## src/rtl/hazard_sequencer_if.sv

```systemverilog
// Pipeline-side bundle for hazard_sequencer: ID/EX observations in, stall/flush controls out.
// Optional perf counters are present only when HAZARD_PERF_EN is defined.
interface hazard_sequencer_if #(
    parameter int REG_AW = 5
);
    logic [REG_AW-1:0] IF_ID_Rs;
    logic [REG_AW-1:0] IF_ID_Rt;
    logic              ID_UsesRt;
    logic              ID_Jump;
    logic [REG_AW-1:0] ID_EX_Rt;
    logic              ID_EX_MemRead;
    logic              EX_MulStart;
    logic              EX_BranchTaken;

    logic              PCWrite;
    logic              IFIDWrite;
    logic              Control;
    logic              IFIDFlush;
    logic              IDEXFlush;
    logic              EXFreeze;
    logic              Busy;
    logic [1:0]        DbgState;
`ifdef HAZARD_PERF_EN
    logic [31:0]       StallCycles;
    logic [15:0]       FlushCount;
`endif

    // No valid/ready handshake here: every signal is a per-cycle level, and the
    // control outputs are valid combinationally in the same cycle as the inputs.
    modport master (
`ifdef HAZARD_PERF_EN
        input  StallCycles,
        input  FlushCount,
`endif
        output IF_ID_Rs, IF_ID_Rt, ID_UsesRt, ID_Jump,
        output ID_EX_Rt, ID_EX_MemRead, EX_MulStart, EX_BranchTaken,
        input  PCWrite, IFIDWrite, Control, IFIDFlush, IDEXFlush,
        input  EXFreeze, Busy, DbgState
    );

    modport slave (
`ifdef HAZARD_PERF_EN
        output StallCycles,
        output FlushCount,
`endif
        input  IF_ID_Rs, IF_ID_Rt, ID_UsesRt, ID_Jump,
        input  ID_EX_Rt, ID_EX_MemRead, EX_MulStart, EX_BranchTaken,
        output PCWrite, IFIDWrite, Control, IFIDFlush, IDEXFlush,
        output EXFreeze, Busy, DbgState
    );
endinterface

```

## src/rtl/hazard_sequencer.sv

```systemverilog
// Load-use / branch / jump / multi-cycle-op stall sequencer for the 5-stage MIPS pipeline.
// Define HAZARD_PERF_EN to build the saturating StallCycles/FlushCount counters.
module hazard_sequencer #(
    parameter int MUL_LAT = 4,
    parameter int REG_AW  = 5
) (
    input  logic              Clk,
    input  logic              Rst,
    hazard_sequencer_if.slave hz
);
    typedef enum logic [1:0] {
        RUN     = 2'd0,
        LOADUSE = 2'd1,
        MULBUSY = 2'd2
    } state_t;

    localparam logic [REG_AW-1:0] ZERO_REG = '0;
    localparam logic [3:0]        CNT_LOAD = 4'(MUL_LAT - 2);

    state_t     r_state;
    state_t     w_next_state;
    logic [3:0] r_cnt;
    logic [3:0] w_next_cnt;

    logic w_lu;
    logic w_pc_write;
    logic w_ifid_write;
    logic w_control;
    logic w_ifid_flush;
    logic w_idex_flush;
    logic w_ex_freeze;
    logic w_busy;

    assign w_lu = hz.ID_EX_MemRead && (hz.ID_EX_Rt != ZERO_REG) &&
                  ((hz.ID_EX_Rt == hz.IF_ID_Rs) ||
                   (hz.ID_UsesRt && (hz.ID_EX_Rt == hz.IF_ID_Rt)));

    always_ff @(posedge Clk or negedge Rst) begin
        if (!Rst) begin
            r_state <= RUN;
            r_cnt   <= 4'd0;
        end else begin
            r_state <= w_next_state;
            r_cnt   <= w_next_cnt;
        end
    end

    always_comb begin
        w_next_state = r_state;
        w_next_cnt   = r_cnt;
        w_pc_write   = 1'b1;
        w_ifid_write = 1'b1;
        w_control    = 1'b1;
        w_ifid_flush = 1'b0;
        w_idex_flush = 1'b0;
        w_ex_freeze  = 1'b0;
        w_busy       = 1'b0;
        // Gating on Rst keeps outputs at their idle values while reset is held,
        // whatever the pipeline inputs are doing.
        if (Rst) begin
            unique case (r_state)
                RUN: begin
                    if (hz.EX_BranchTaken) begin
                        w_ifid_flush = 1'b1;
                        w_idex_flush = 1'b1;
                        w_control    = 1'b0;
                    end else if (hz.EX_MulStart) begin
                        w_pc_write   = 1'b0;
                        w_ifid_write = 1'b0;
                        w_ex_freeze  = 1'b1;
                        w_busy       = 1'b1;
                        w_next_cnt   = CNT_LOAD;
                        w_next_state = MULBUSY;
                    end else if (w_lu) begin
                        w_pc_write   = 1'b0;
                        w_ifid_write = 1'b0;
                        w_control    = 1'b0;
                        w_next_state = LOADUSE;
                    end else if (hz.ID_Jump) begin
                        w_ifid_flush = 1'b1;
                    end
                end
                LOADUSE: begin
                    w_next_state = RUN;
                    if (hz.EX_BranchTaken) begin
                        w_ifid_flush = 1'b1;
                        w_idex_flush = 1'b1;
                        w_control    = 1'b0;
                    end
                end
                MULBUSY: begin
                    w_pc_write   = 1'b0;
                    w_ifid_write = 1'b0;
                    w_ex_freeze  = 1'b1;
                    w_busy       = 1'b1;
                    if (r_cnt == 4'd0) begin
                        w_next_state = RUN;
                    end else begin
                        w_next_cnt = r_cnt - 4'd1;
                    end
                end
                default: begin
                    w_next_state = RUN;
                    w_next_cnt   = 4'd0;
                end
            endcase
        end
    end

    assign hz.PCWrite   = w_pc_write;
    assign hz.IFIDWrite = w_ifid_write;
    assign hz.Control   = w_control;
    assign hz.IFIDFlush = w_ifid_flush;
    assign hz.IDEXFlush = w_idex_flush;
    assign hz.EXFreeze  = w_ex_freeze;
    assign hz.Busy      = w_busy;
    assign hz.DbgState  = r_state;

`ifdef HAZARD_PERF_EN
    logic [31:0] r_stall_cycles;
    logic [15:0] r_flush_count;

    always_ff @(posedge Clk or negedge Rst) begin
        if (!Rst) begin
            r_stall_cycles <= 32'd0;
            r_flush_count  <= 16'd0;
        end else begin
            if (!w_pc_write && (r_stall_cycles != 32'hFFFF_FFFF)) begin
                r_stall_cycles <= r_stall_cycles + 32'd1;
            end
            if (w_ifid_flush && (r_flush_count != 16'hFFFF)) begin
                r_flush_count <= r_flush_count + 16'd1;
            end
        end
    end

    assign hz.StallCycles = r_stall_cycles;
    assign hz.FlushCount  = r_flush_count;
`endif
endmodule

```

## src/flat_wrapper.sv

```systemverilog
// flat-port wrapper written by rule: the top's interface ports become plain ports
module hazard_sequencer_flat 
#(
    parameter int MUL_LAT = 4,
    parameter int REG_AW  = 5
)
  (Clk, Rst, hz_IF_ID_Rs, hz_IF_ID_Rt, hz_ID_UsesRt, hz_ID_Jump, hz_ID_EX_Rt, hz_ID_EX_MemRead, hz_EX_MulStart, hz_EX_BranchTaken, hz_PCWrite, hz_IFIDWrite, hz_Control, hz_IFIDFlush, hz_IDEXFlush, hz_EXFreeze, hz_Busy, hz_DbgState);
  hazard_sequencer_if #(.REG_AW(REG_AW)) hz_i ();
  input  logic Clk;
  input  logic Rst;
  input wire logic [$bits(hz_i.IF_ID_Rs)-1:0] hz_IF_ID_Rs;
  input wire logic [$bits(hz_i.IF_ID_Rt)-1:0] hz_IF_ID_Rt;
  input wire logic [$bits(hz_i.ID_UsesRt)-1:0] hz_ID_UsesRt;
  input wire logic [$bits(hz_i.ID_Jump)-1:0] hz_ID_Jump;
  input wire logic [$bits(hz_i.ID_EX_Rt)-1:0] hz_ID_EX_Rt;
  input wire logic [$bits(hz_i.ID_EX_MemRead)-1:0] hz_ID_EX_MemRead;
  input wire logic [$bits(hz_i.EX_MulStart)-1:0] hz_EX_MulStart;
  input wire logic [$bits(hz_i.EX_BranchTaken)-1:0] hz_EX_BranchTaken;
  output wire logic [$bits(hz_i.PCWrite)-1:0] hz_PCWrite;
  output wire logic [$bits(hz_i.IFIDWrite)-1:0] hz_IFIDWrite;
  output wire logic [$bits(hz_i.Control)-1:0] hz_Control;
  output wire logic [$bits(hz_i.IFIDFlush)-1:0] hz_IFIDFlush;
  output wire logic [$bits(hz_i.IDEXFlush)-1:0] hz_IDEXFlush;
  output wire logic [$bits(hz_i.EXFreeze)-1:0] hz_EXFreeze;
  output wire logic [$bits(hz_i.Busy)-1:0] hz_Busy;
  output wire logic [$bits(hz_i.DbgState)-1:0] hz_DbgState;
  assign hz_i.IF_ID_Rs = hz_IF_ID_Rs;
  assign hz_i.IF_ID_Rt = hz_IF_ID_Rt;
  assign hz_i.ID_UsesRt = hz_ID_UsesRt;
  assign hz_i.ID_Jump = hz_ID_Jump;
  assign hz_i.ID_EX_Rt = hz_ID_EX_Rt;
  assign hz_i.ID_EX_MemRead = hz_ID_EX_MemRead;
  assign hz_i.EX_MulStart = hz_EX_MulStart;
  assign hz_i.EX_BranchTaken = hz_EX_BranchTaken;
  assign hz_PCWrite = hz_i.PCWrite;
  assign hz_IFIDWrite = hz_i.IFIDWrite;
  assign hz_Control = hz_i.Control;
  assign hz_IFIDFlush = hz_i.IFIDFlush;
  assign hz_IDEXFlush = hz_i.IDEXFlush;
  assign hz_EXFreeze = hz_i.EXFreeze;
  assign hz_Busy = hz_i.Busy;
  assign hz_DbgState = hz_i.DbgState;
  hazard_sequencer #(.MUL_LAT(MUL_LAT), .REG_AW(REG_AW)) u_core (.Clk(Clk), .Rst(Rst), .hz(hz_i));
endmodule
```

## config.mk

```make
export PLATFORM = sky130hd
export DESIGN_NAME = hazard_sequencer_flat
export DESIGN_NICKNAME = d
export VERILOG_FILES = /design/src/rtl/hazard_sequencer_if.sv /design/src/rtl/hazard_sequencer.sv /design/src/flat_wrapper.sv
export SDC_FILE = /design/constraint.sdc
export NUM_CORES = 1
export LEC_CHECK = 0
export ABC_AREA = 1
export BUFFER_PORTS_ARGS = -buffer_cell sky130_fd_sc_hd__clkbuf_2
export CORE_MARGIN = 4
export CORE_UTILIZATION = 44
export DETAILED_ROUTE_END_ITERATION = 6
export HOLD_SLACK_MARGIN = 0.02
export PLACE_DENSITY = 0.77
export SLEW_MARGIN = 25
export SYNTH_ARGS = -nofsm -noshare
export SYNTH_HDL_FRONTEND = slang
export SYNTH_SLANG_ARGS = --single-unit
```

## constraint.sdc

```tcl
create_clock -name Clk -period 1.7 [get_ports Clk]
set_clock_uncertainty 0.15 [all_clocks]
set_input_delay 0.085 -clock Clk [delete_from_list [all_inputs] [get_ports Clk]]
set_output_delay 0.085 -clock Clk [all_outputs]
set_load 0.05 [all_outputs]
```

==> run_results.csv <==
group,metric,value,unit
status,status,"complete, no violations",
grt,number_of_antenna_violations_at_the_first_check_in_global_routing,0,
synthesis,synth_largest_type_area_fraction,23.2,%
floorplan,core-area,1350,um2
synthesis,netlist_top_cells_count,"sky130_fd_sc_hd__nand2_1, sky130_fd_sc_hd__inv_1, sky130_fd_sc_hd__nor2_1",
critical_path,cp_data_required_time,1.46,ns
route,initialDrtViolationCount,13,
power_and_ir_drop,vdd_ir_drop_max,0.598,mV
synthesis,seq_area_frac_synth,23.2,%
synthesis,synth_xor_area_share,4.06,%
critical_path,timing.critical_path.arrival,1.44,ns
synthesis,netlist_area,647,um2
synthesis,ys_seq_elements,6,
synthesis,synth.yosys.warnings,0,
synthesis,yosys.area_share.simple,42.0,%
critical_path,start_kind,"register",
power_and_ir_drop,power_frac_comb,70.0,%
route,mean_number_of_vias_per_cell,4.85,
floorplan,initial_utilization,47.9,%
power_and_ir_drop,power_switching,712,uW
cts,cts-htree-levels,1,
synthesis,compound_gate_fraction_of_synth_area,9.48,%
layout,syn_to_final_growth,50.5,%
grt,number_of_global_route_vias_before_repair,715,
sta,finalHoldViolations,0,
sta,worst_pin_slew,0.335,ns
synthesis,ys_top_cells_by_area,"sky130_fd_sc_hd__dfrtp_1, sky130_fd_sc_hd__nand2_1, sky130_fd_sc_hd__inv_1",
layout,drive_gt1_share,37.9,%
power_and_ir_drop,pwr-share-clk,11.2,%
route,ant_nets,0,
floorplan,floorplan.die_area,2150,um2
sta,timing_max_transition_violations_final,0,
synthesis,post_synth_fa_ha_maj_area_fraction,3.87,%
synthesis,syn-mean-instance-area,5.72,um2
sta,finalSetupViolations,0,
critical_path,series_of_cell_instances_along_the_critical_path,"buf_4 > a21oi_1 > nor4_4 > clkbuf_2",
cts,clock_tree.root_cell,"sky130_fd_sc_hd__clkbuf_4",
route,vias,814,
cts,cts-buffers-inserted,3,
grt,global_route_total_overflow,0,
critical_path,critPathCaptureType,"primary output",
synthesis,post_synthesis_cell_type_count,19,
synthesis,syn_nets,137,
sta,min_period_over_period,98.6,%
flow_run,drv_cap,0,
route,dr.pass1.iters,4,
cts,clockBufferDepth,2,
route,postRouteWirelength,1.83,mm
placed_design,post-dp-hpwl,1.34,mm
power_and_ir_drop,seqPwrFrac,18.9,%
sta,fin_tns_setup,0,ns
grt,grt.total_usage,17.4,%
floorplan,floorplan.rows,13,
cts,cts_tree,"done",
grt,largest_net_degree_at_the_start_of_global_routing,9,
route,avgRoutedWirePerCell,10.9,um
power_and_ir_drop,post-layout-total-power,1320,uW
synthesis,ys_async_sr_fraction,100,%
cts,cts_sinks,6,
placed_design,port_buffers,30,
floorplan,floorplan.io_pins,31,
critical_path,worstPathMaxFanout,5,
critical_path,critPathKind,"reg -> out",
layout,num_antenna_cells,0,
synthesis,synth_enable_flop_cells,0,
power_and_ir_drop,switching_share,53.8,%
grt,grt_pass1_wl,2.75,mm
critical_path,critPathTopFamily,"flip-flops",
power_and_ir_drop,power.leakage,0.000578,uW
layout,number_of_nets_in_the_finished_design,178,
synthesis,synth_top_cell_by_area,"sky130_fd_sc_hd__dfrtp_1",
critical_path,crit_path_max_delay_cell_type,"sky130_fd_sc_hd__dfrtp_2",
sta,relSlewSlack,77.7,%
floorplan,die_width,46.3,um
sta,finalHoldWorstSlack,0.0840,ns
synthesis,synth_top_family_by_area,"simple AND/OR/NAND/NOR gates",
synthesis,number_of_standard_cells_after_synthesis,113,
critical_path,max_stage_delay,0.45,ns
placed_design,place.gp.congestion,0.813,
synthesis,ys.flop_type,"sky130_fd_sc_hd__dfrtp_1",
power_and_ir_drop,cellInternalPower,612,uW
cts,clock_latency,0.24,ns
route,remaining_routing_drc_violations,0,
worst_hold_path,min_path_type,"in -> async",
cts,clk_pin_slew,0.06,ns
floorplan,die_h,46.3,um
synthesis,yosysMostFrequentCell,"sky130_fd_sc_hd__nand2_1",
sta,rsz_0062_raised_after_global_routing,"true",
sta,max_freq,0.597,GHz
sta,final_period_minus_worst_setup_slack,1.68,ns
synthesis,muxShareOfSynthArea,0,%
power_and_ir_drop,power-per-cell-area,1360,nW/um2
critical_path,worstPathBufferInverterCount,2,
==> routing by layer <==
layer  GRT usage, %  vias to the layer above  wire length [um]
li1               -                      430                 -
met1           19.9                      348               758
met2           32.1                       34               919
met3           3.13                        2               135
met4           5.11                        0                17
met5              0                        -                 0
==> cells in the final DEF (no fill, tap or decap) <==
cell type	n
sky130_fd_sc_hd__clkbuf_8	1
sky130_fd_sc_hd__inv_2	6
sky130_fd_sc_hd__nand3_1	8
sky130_fd_sc_hd__nand2_1	35
sky130_fd_sc_hd__ha_1	2
sky130_fd_sc_hd__dfrtp_1	4
sky130_fd_sc_hd__o21ai_1	4
sky130_fd_sc_hd__xor2_1	2
sky130_fd_sc_hd__buf_4	5
sky130_fd_sc_hd__dfrtp_2	2
sky130_fd_sc_hd__o22ai_2	2
sky130_fd_sc_hd__buf_6	2
sky130_fd_sc_hd__clkbuf_1	1
sky130_fd_sc_hd__buf_8	1
sky130_fd_sc_hd__nor2_4	2
sky130_fd_sc_hd__dlygate4sd3_1	3
sky130_fd_sc_hd__o21ai_0	1
sky130_fd_sc_hd__xnor2_1	1
sky130_fd_sc_hd__a21oi_1	3
sky130_fd_sc_hd__nand4_1	4
sky130_fd_sc_hd__clkbuf_2	26
sky130_fd_sc_hd__inv_1	20
sky130_fd_sc_hd__clkbuf_4	3
sky130_fd_sc_hd__o21ai_2	1
sky130_fd_sc_hd__nor2_2	2
sky130_fd_sc_hd__nor2_1	7
sky130_fd_sc_hd__nand2_2	4
sky130_fd_sc_hd__nor4_4	1
==> registers in the layout, indices dropped and copies added, names as in the netlist <==
signal and count:
u_core.r_cnt 4, u_core.hz.DbgState 2
==> cells by family after synthesis <==
group | Yosys count
AOI/OAI and AO/OA | 11
DFF | 6
adders and majority gates | 2
buffers and inverters | 28
xor gates and xnor gates | 3
and+or+nand+nor | 63
==> power groups by stage <==
stage                     registers [uW]  logic (uW)  clock network, uW
after floorplan                      330         547                  0
after global routing                 256        1010                166
after CTS                            248         852                153
after detailed placement             267         761                  0
after global placement               262         744                  0
final                                249         926                148
==> stage by stage <==
| stage | setup slack (ns) | cell area, um2 | util (%) | cells |
|---|---|---|---|---|
| after floorplan | -0.308 | 673 | - | 113 |
| after global placement | 0.180 | 831 | 61.5 | 157 |
| after detailed placement | 0.193 | 831 | 61.5 | 157 |
| after CTS | 0.0258 | 932 | 69.0 | 166 |
| after global routing | -0.0403 | 973 | 72.1 | 168 |
| final | 0.0237 | 973 | 72.1 | 168 |
==> repair_timing <==
action                                 in CTS  in global routing
resized for setup                           8                  8
pin swaps                                   0                  1
buffers inserted                            2                  2
endpoints found under the hold margin       7                  0
hold buffers                                3                  0
setup endpoints to repair                   4                  4
==> path summary, 6_finish.rpt <==
check	cells after the start	slack, ns	start	end
max	4	0.02	u_core.hz.DbgState[1]	hz_Busy
max reg2reg	7	0.15	u_core.hz.DbgState[1]	u_core.r_cnt[2]
min in group Clk	7	0.21	hz_ID_EX_MemRead	u_core.hz.DbgState[0]
max in group asynchronous	3	1.04	Rst	u_core.hz.DbgState[1]
min reg2reg	2	0.42	u_core.r_cnt[1]	u_core.r_cnt[1]
min	2	0.08	Rst	u_core.r_cnt[1]
==> area by class of cell <==
class                      instances  area (um2)
tap                               15        18.8
multi-input combinational         79         429
fill                             122         377
sequential                         6         153
clock buffer                       4        26.3
inverter                          26        97.6
timing repair buffer              38         249
Note: power is estimated with default switching activity, not from simulation.
